`config.mk`:
```
export PLATFORM = sky130hd
export DESIGN_NAME = regfile_wb_sequencer
export DESIGN_NICKNAME = d
export VERILOG_FILES = /design/src/rtl/regfile_wb_sequencer.sv
export SDC_FILE = /design/constraint.sdc
export NUM_CORES = 1
export LEC_CHECK = 0
export CORE_MARGIN = 3
export CORE_UTILIZATION = 49
export CTS_CLUSTER_DIAMETER = 30
export DETAILED_ROUTE_END_ITERATION = 6
export GPL_ROUTABILITY_DRIVEN = 0
export GPL_TIMING_DRIVEN = 0
export MAX_ROUTING_LAYER = met4
export PLACE_DENSITY = 0.86
export SLEW_MARGIN = 40
export SYNTH_ARGS = -nofsm -noshare
export SYNTH_HDL_FRONTEND = slang
export SYNTH_SLANG_ARGS = --single-unit
```
`constraint.sdc`:
```
create_clock -name clk -period 6.9 [get_ports clk]
set_clock_uncertainty 0.2 [all_clocks]
set_input_delay 1.38 -clock clk [delete_from_list [all_inputs] [get_ports clk]]
set_output_delay 1.38 -clock clk [all_outputs]
set_load 0.01 [all_outputs]
```
`src/rtl/regfile_wb_sequencer.sv`:
```
// regfile_wb_sequencer
// Serialises two-slot writeback requests (slot A, then slot B) onto the single
// write port of the architectural register file, and keeps a small saturating
// pending-write counter per register so decode can stall on in-flight results.
// A request is accepted on an edge where wb_valid & wb_ready; slot A is written
// in the next cycle and slot B in the cycle after (or the next cycle if slot A
// is disabled). The last write of a request may overlap the accept of the next
// one, so a stream of requests runs with no bubbles.
module regfile_wb_sequencer #(
    parameter int NREG = 16,
    parameter int XLEN = 64,
    parameter int IDXW = 4,
    parameter int CNTW = 2
) (
    input  logic            clk,
    input  logic            reset,
    // writeback request from the EX/WB pipeline register
    input  logic            wb_valid,
    output logic            wb_ready,
    input  logic            wb_a_en,
    input  logic [IDXW-1:0] wb_a_idx,
    input  logic [XLEN-1:0] wb_a_data,
    input  logic            wb_b_en,
    input  logic [IDXW-1:0] wb_b_idx,
    input  logic [XLEN-1:0] wb_b_data,
    input  logic            wb_sim_end,
    // register-file write port
    output logic            rf_we,
    output logic [IDXW-1:0] rf_widx,
    output logic [XLEN-1:0] rf_wdata,
    // scoreboard interface to decode
    input  logic            sb_set,
    input  logic [IDXW-1:0] sb_set_idx,
    output logic            sb_full,
    input  logic [IDXW-1:0] chk_idx0,
    input  logic [IDXW-1:0] chk_idx1,
    output logic            dep_stall,
    output logic [NREG-1:0] busy_mask,
    output logic            sim_done
);

    typedef enum logic [1:0] {
        IDLE = 2'd0,
        WR_A = 2'd1,
        WR_B = 2'd2
    } state_t;

    localparam logic [CNTW-1:0] CNT_MAX = '1;

    // ------------------------------------------------------------------
    // Sequencer state and registered outputs
    // ------------------------------------------------------------------
    state_t            state_reg;
    logic              ready_reg;
    logic              done_reg;
    logic              we_reg;
    logic [IDXW-1:0]   widx_reg;
    logic [XLEN-1:0]   wdata_reg;

    // Holding register: slot A goes straight into the write-port registers on
    // accept, so only what is needed after the first write cycle is kept here.
    logic              hold_b_en_reg;
    logic [IDXW-1:0]   hold_b_idx_reg;
    logic [XLEN-1:0]   hold_b_data_reg;
    logic              hold_sim_end_reg;

    // What an accepted request turns into on the accepting edge
    state_t            launch_state;
    logic              launch_we;
    logic [IDXW-1:0]   launch_idx;
    logic [XLEN-1:0]   launch_data;
    logic              launch_ready;
    logic              launch_done;

    logic              accept;
    logic              retiring;

    assign accept   = wb_valid && ready_reg;
    // The current cycle carries the final write of the held request
    assign retiring = (state_reg == WR_B) || ((state_reg == WR_A) && !hold_b_en_reg);

    // Decode the incoming request into the first write-port action
    always_comb begin
        launch_state = IDLE;
        launch_we    = 1'b0;
        launch_idx   = widx_reg;
        launch_data  = wdata_reg;
        launch_ready = !wb_sim_end;
        launch_done  = wb_sim_end;
        if (wb_a_en) begin
            launch_state = WR_A;
            launch_we    = 1'b1;
            launch_idx   = wb_a_idx;
            launch_data  = wb_a_data;
            // A lone slot-A write is also the last write, so the port stays open
            launch_ready = !wb_b_en && !wb_sim_end;
            launch_done  = 1'b0;
        end else if (wb_b_en) begin
            launch_state = WR_B;
            launch_we    = 1'b1;
            launch_idx   = wb_b_idx;
            launch_data  = wb_b_data;
            launch_ready = !wb_sim_end;
            launch_done  = 1'b0;
        end
    end

    // Writeback FSM: latch requests, drive the write port, flag end of simulation
    always_ff @(posedge clk or posedge reset) begin
        if (reset) begin
            state_reg        <= IDLE;
            ready_reg        <= 1'b1;
            done_reg         <= 1'b0;
            we_reg           <= 1'b0;
            widx_reg         <= '0;
            wdata_reg        <= '0;
            hold_b_en_reg    <= 1'b0;
            hold_b_idx_reg   <= '0;
            hold_b_data_reg  <= '0;
            hold_sim_end_reg <= 1'b0;
        end else if ((state_reg == WR_A) && hold_b_en_reg) begin
            // Slot A done, slot B follows; port reopens during the slot-B cycle
            state_reg <= WR_B;
            we_reg    <= 1'b1;
            widx_reg  <= hold_b_idx_reg;
            wdata_reg <= hold_b_data_reg;
            ready_reg <= !hold_sim_end_reg;
        end else if (retiring && hold_sim_end_reg) begin
            // Final instruction fully written: stop accepting for good
            state_reg <= IDLE;
            we_reg    <= 1'b0;
            ready_reg <= 1'b0;
            done_reg  <= 1'b1;
        end else if (accept) begin
            state_reg        <= launch_state;
            we_reg           <= launch_we;
            widx_reg         <= launch_idx;
            wdata_reg        <= launch_data;
            ready_reg        <= launch_ready;
            hold_b_en_reg    <= wb_a_en && wb_b_en;
            hold_b_idx_reg   <= wb_b_idx;
            hold_b_data_reg  <= wb_b_data;
            hold_sim_end_reg <= wb_sim_end;
            if (launch_done) begin
                done_reg <= 1'b1;
            end
        end else begin
            state_reg <= IDLE;
            we_reg    <= 1'b0;
            ready_reg <= !done_reg;
        end
    end

    assign wb_ready = ready_reg;
    assign rf_we    = we_reg;
    assign rf_widx  = widx_reg;
    assign rf_wdata = wdata_reg;
    assign sim_done = done_reg;

    // ------------------------------------------------------------------
    // Pending-write scoreboard
    // ------------------------------------------------------------------
    logic [CNTW-1:0] cnt_view [NREG];

    // A write retiring on the same register this cycle frees one slot, so a
    // saturated counter can still take a new mark in that cycle.
    assign sb_full = (cnt_view[sb_set_idx] == CNT_MAX) &&
                     !(we_reg && (widx_reg == sb_set_idx));

    generate
        for (genvar gi = 0; gi < NREG; gi++) begin : g_sb
            logic [CNTW-1:0] cnt_reg;
            logic            inc;
            logic            dec;

            assign inc = sb_set && (sb_set_idx == IDXW'(gi)) && !sb_full;
            // A retire against an empty counter is dropped unless it pairs
            // with a same-cycle mark, in which case the two cancel.
            assign dec = we_reg && (widx_reg == IDXW'(gi)) && ((cnt_reg != '0) || inc);

            // Saturating up/down count of outstanding writes to register gi
            always_ff @(posedge clk or posedge reset) begin
                if (reset) begin
                    cnt_reg <= '0;
                end else if (inc && !dec) begin
                    cnt_reg <= cnt_reg + 1'b1;
                end else if (dec && !inc) begin
                    cnt_reg <= cnt_reg - 1'b1;
                end
            end

            assign cnt_view[gi]  = cnt_reg;
            assign busy_mask[gi] = |cnt_reg;
        end
    endgenerate

    // Stall decode while either source register still has a write in flight
    assign dep_stall = busy_mask[chk_idx0] | busy_mask[chk_idx1];

endmodule

```
==> results of run 1 <==
==> critical path, delay by kind of cell <==
| kind | cells | cell delay [ns] |
|---|---|---|
| multiplexers | 2 | 1.02 |
| buffers and inverters | 2 | 1.18 |
| AND/OR/NAND/NOR | 1 | 0.07 |
==> path summary, 6_finish.rpt <==
kind                            cells after the start                   to  slack, ns
worst max-delay path                                5            dep_stall       1.67
worst min-delay path                                2         rf_wdata[46]       0.28
worst max register to register                     12   g_sb[1].cnt_reg[1]       3.83
worst min register to register                      2         rf_wdata[46]       0.28
max in group asynchronous                           3  hold_b_data_reg[46]       4.73
min in group asynchronous                           2         rf_wdata[33]       1.12
==> stage by stage <==
step | setup TNS (ns) | utilization
2_1_floorplan | 0 | -
3_3_place_gp | -319.58 | 0.651
3_5_place_dp | 0 | 0.654
4_1_cts | 0 | 0.688
5_1_grt | 0 | 0.688
6_report | 0 | 0.688
==> routing by layer <==
metal	wire length (um)	part of all wire	vias up	global-route usage
met5	0	0	-	-
met4	1090	0.042	0	0.130
met3	2360	0.090	80	0.0753
met2	12700	0.49	362	0.429
met1	9970	0.38	3728	0.312
li1	-	-	3636	-
==> power by group <==
part	leakage, uW	total (uW)	internal [uW]	switching, uW
sequential	0.00211	1890	1530	357
clock	0.000295	1000	573	429
combinational	0.00305	1900	1020	881
total	0.00545	4790	3120	1670
==> cells in the final DEF, fill, tap and decap left out, types with 8 or more instances in the layout <==
master and instances:
nand3_1 8, xnor2_1 17, mux4_2 11, ha_1 14
nor2_1 132, nand2_1 91, mux2_2 69, xor2_1 28
o21ai_0 83, mux2i_1 69, inv_1 23, dfrtp_1 174
clkdlybuf4s50_1 240, a21oi_1 73, buf_2 14, clkbuf_1 32
clkbuf_16 17
==> cell type report <==
cell class / count / area [um2] / area share
Buffer: 53 / 224 / 0.0180
Tap cell: 229 / 287 / 0.0230
Inverter: 25 / 104 / 0.00834
Antenna cell: 2 / 5.00 / 0.000402
Sequential cell: 175 / 4380 / 0.352
Clock buffer: 20 / 467 / 0.0375
Timing Repair Buffer: 242 / 2460 / 0.197
Clock inverter: 12 / 148 / 0.0119
Multi-Input combinational cell: 653 / 4380 / 0.352
==> logic make-up (layout without fill, tap and decap cells) <==
family,after synthesis,in the layout,share of synthesized area
and+or+nand+nor,269,269,0.127
AOI/OAI and AO/OA,176,176,0.104
DFF,175,175,0.482
muxes,149,149,0.189
buffers and inverters,78,352,0.0353
xor gates and xnor gates,45,45,0.0434
adders and majority gates,14,14,0.0193
other,0,2,0
==> results.sh, run 1 <==
export IMPL_status="complete, no violations"
export IMPL_dp_hpwl_um=19500
export IMPL_post_synth_top_count_cell="dfrtp_1"
export IMPL_rsz0062_at_grt="false"
export IMPL_clk_pin_slew_ns=0.06
export IMPL_core_area_mm2=0.0181
export IMPL_grt_start_max_net_pins=81
export IMPL_total_leakage_power_uw=0.00545
export IMPL_initial_core_util=0.502
export IMPL_ir_drop_v=0.000215
export IMPL_antenna_found_initial=2
export IMPL_ys_async_sr_fraction=1.00
export IMPL_ys_seq_area_frac=0.482
export IMPL_die_w_um=142
export IMPL_hold_viol_final=0
export IMPL_die_y_um=142
export IMPL_maxSlewViolCount=0
export IMPL_cts_inserted_buffers=17
export IMPL_finalCriticalPeriod_ns=5.23
export IMPL_critPathArrivalTime_ns=3.65
export IMPL_areaGrowthSynthToFinish_pct=37.1
export IMPL_startpoint_type="primary input"
export IMPL_drive_above_1_share=0.120
export IMPL_grt_util_all_layers=0.268
export IMPL_io_pins=244
export IMPL_cts_buffer_depth=2
export IMPL_cts_hold_buf=0
export IMPL_synth_top_area_share=0.480
export IMPL_synth_edf_count=0
export IMPL_crit_type="in2out"
export IMPL_detailed_place_area_mm2=0.0118
export IMPL_yosysTopAreaCell="dfrtp_1"
export IMPL_grt_overflow_total=0
export IMPL_ant_nets=0
export IMPL_post_cts_buffers=0
export IMPL_yosys_warnings=0
export IMPL_finalHoldWorstSlack_ns=0.279
export IMPL_p_per_area_mw_per_mm2=385
export IMPL_fmax_mhz=191
export IMPL_final_area_mm2=0.0124
export IMPL_synthFlopType="dfrtp_1"
export IMPL_ys_ff_latch=175
export IMPL_fin_ws_ns=1.67
export IMPL_instances_no_fill=1411
export IMPL_synthCells=906
export IMPL_post_drt_wl_per_cell_um=18.5
export IMPL_row_count=49
export IMPL_worstMarginPinSlew_ns=0.828
export IMPL_dieArea_mm2=0.0202
export IMPL_cts_resized=0
export IMPL_syn_cell_area_mm2=0.00908
export IMPL_cp_max_fo=4
export IMPL_r2r_start="rf_widx[2]"
export IMPL_cts_tree="done"
export IMPL_first_pass_iters=5
export IMPL_crit_chain="clkdlybuf4s50_1 -> mux4_2 -> mux4_2 -> nand2_1 -> clkdlybuf4s50_1"
export IMPL_min_from="rf_wdata[46]"
export IMPL_final_nets=1336
export IMPL_max_stage_delay_ns=0.65
export IMPL_syn_area_per_cell_um2=10.0
export IMPL_syn_nets=1075
export IMPL_place_ws_ns=1.67
export IMPL_vias=7806
export IMPL_drt_total_wl_um=26100
export IMPL_cts_root_buf="clkbuf_16"
export IMPL_setup_viol=0
export IMPL_synth_commonest_cells="dfrtp_1 (174), nor2_1 (132), nand2_1 (91)"
export IMPL_slowest_stage="clkdlybuf4s50_1"
export IMPL_crit_required_ns=5.32
export IMPL_period_share=0.758
export IMPL_grt_pass1_vias=7888
export IMPL_cp_startpoint="chk_idx1[0]"
export IMPL_vias_per_cell=5.53
export IMPL_p_total_uw=4790
export IMPL_maxCapViolCount=0
export IMPL_relSlewSlack=0.448
export IMPL_drt_initial_drc_count=445
export IMPL_placedCellCount=1377
export IMPL_ys_types=48
export IMPL_synthTopCellsByArea="dfrtp_1 (48%), mux2_2 (8.6%), mux2i_1 (7.6%)"
export IMPL_holdCritPathClass="reg2reg"
export IMPL_fill_cells=1353
export IMPL_cts_sinks=175
export IMPL_detail_route_drc_violations=0
export IMPL_port_buffers=240
export IMPL_htreeDepth=4
export IMPL_endpoint_kind="output port"
export IMPL_grt_first_pass_wirelength_um=41000
export IMPL_clkLatencyLatePin_ns=0.43
Note: power is estimated with default switching activity, not from simulation.
==> inputs of run 2 (changes only) <==
Settings changed: CORE_UTILIZATION 49 to 44, PLACE_DENSITY 0.86 to 0.82.
Clock period 6.9 ns to 4.73 ns, I/O delays scaled along.
==> results.sh, run 2 (synthesized netlist as in run 1, its figures left out) <==
export IMPL_status="complete, no violations"
export IMPL_grt_start_max_net_pins=24
export IMPL_fin_tns_setup_ns=0
export IMPL_setup_viol=0
export IMPL_place_ws_ns=0.392
export IMPL_die_w_um=150
export IMPL_dieArea_mm2=0.0224
export IMPL_areaGrowthSynthToFinish_pct=38.8
export IMPL_cts_tree="done"
export IMPL_crit_type="in2out"
export IMPL_hold_viol_final=0
export IMPL_endpoint_kind="output port"
export IMPL_initial_core_util=0.457
export IMPL_port_buffers=240
export IMPL_crit_required_ns=3.58
export IMPL_worstMarginPinSlew_ns=0.846
export IMPL_cts_inserted_buffers=17
export IMPL_htreeDepth=4
export IMPL_cts_hold_buf=0
export IMPL_fin_ws_ns=0.409
export IMPL_grt_util_all_layers=0.243
export IMPL_rsz0062_at_grt="false"
export IMPL_detail_route_drc_violations=0
export IMPL_cts_buffer_depth=2
export IMPL_io_pins=244
export IMPL_detailed_place_area_mm2=0.0120
export IMPL_dp_hpwl_um=20000
export IMPL_core_area_mm2=0.0198
export IMPL_period_share=0.914
export IMPL_vias_per_cell=5.34
export IMPL_fmax_mhz=231
export IMPL_ant_nets=0
export IMPL_drive_above_1_share=0.124
export IMPL_final_util=0.635
export IMPL_holdCritPathClass="reg2reg"
export IMPL_grt_first_pass_wirelength_um=41300
export IMPL_fill_cells=1598
export IMPL_critPathArrivalTime_ns=3.18
export IMPL_first_pass_iters=5
export IMPL_cts_resized=0
export IMPL_maxSlewViolCount=0
export IMPL_p_total_uw=6920
export IMPL_drt_initial_drc_count=506
export IMPL_post_drt_wl_per_cell_um=18.1
export IMPL_finalCriticalPeriod_ns=4.32
export IMPL_grt_overflow_total=0
export IMPL_p_per_area_mw_per_mm2=549
export IMPL_vias=7747
export IMPL_grt_pass1_vias=7838
export IMPL_post_cts_buffers=0
export IMPL_final_nets=1342
export IMPL_die_y_um=150
export IMPL_antenna_found_initial=2
export IMPL_total_leakage_power_uw=0.00549
export IMPL_ir_drop_v=0.000316
export IMPL_cts_root_buf="clkbuf_16"
export IMPL_relSlewSlack=0.436
export IMPL_clk_pin_slew_ns=0.07
export IMPL_final_common_cell="clkdlybuf4s50_1"
export IMPL_startpoint_type="primary input"
export IMPL_layout_common_cells="clkdlybuf4s50_1 (240), dfrtp_1 (174), nor2_1 (132)"
export IMPL_maxCapViolCount=0
export IMPL_clkLatencyLatePin_ns=0.43
export IMPL_drt_total_wl_um=26300
export IMPL_cts_sinks=175
export IMPL_cp_max_fo=4
export IMPL_final_area_mm2=0.0126
export IMPL_row_count=51
==> run 2: critical path, stage by stage <==
cell	delay (ns)
clkdlybuf4s50_1	0.63
mux4_2	0.54
mux4_2	0.47
nand2_1	0.07
clkdlybuf4s50_1	0.52
==> run 2: stage by stage <==
stage	hold slack, ns	instances
6_report	0.277	1452
5_1_grt	0.305	1452
2_1_floorplan	0.241	906
3_5_place_dp	0.269	1419
4_1_cts	0.284	1450
3_3_place_gp	0.260	1411
==> run 2: final cells by class <==
type	instances	area, um2	share of cell area
Clock buffer	17	425	0.0338
Buffer	53	224	0.0178
Tap cell	265	332	0.0263
Sequential cell	175	4380	0.348
Inverter	25	100	0.00794
Timing Repair Buffer	248	2600	0.207
Antenna cell	2	5.00	0.000397
Multi-Input combinational cell	653	4380	0.347
Clock inverter	14	155	0.0123
==> run 2: where the power goes <==
group | leakage (uW) | total, uW | internal [uW] | switching [uW]
logic | 0.00311 | 2780 | 1500 | 1280
clock network | 0.000275 | 1400 | 744 | 652
registers | 0.00211 | 2750 | 2230 | 519
==> run 2: path summary, 6_finish.rpt <==
check,end,cells past startpoint,slack [ns],startpoint
max,dep_stall,5,0.41,chk_idx1[0]
min,rf_wdata[30],2,0.28,rf_wdata[30]
max reg2reg,g_sb[5].cnt_reg[1],11,1.60,rf_widx[2]
min reg2reg,rf_wdata[30],2,0.28,rf_wdata[30]
max in group asynchronous,rf_wdata[0],6,2.61,reset
min in group asynchronous,rf_wdata[26],2,0.71,reset
==> run 2: per-layer routing <==
| metal | share of wire | up-vias | GRT usage | routed length [um] |
|---|---|---|---|---|
| met5 | 0 | - | - | 0 |
| met4 | 0.029 | 0 | 0.0764 | 760 |
| met3 | 0.090 | 45 | 0.0763 | 2360 |
| met2 | 0.50 | 296 | 0.400 | 13000 |
| met1 | 0.39 | 3748 | 0.286 | 10200 |
| li1 | - | 3658 | - | - |
==> inputs of run 3 (changes only) <==
Settings changed: CTS_CLUSTER_SIZE from default to 20.
==> results of run 3 <==
Same layout as run 2: the final DEF is identical, and so are final timing and power.
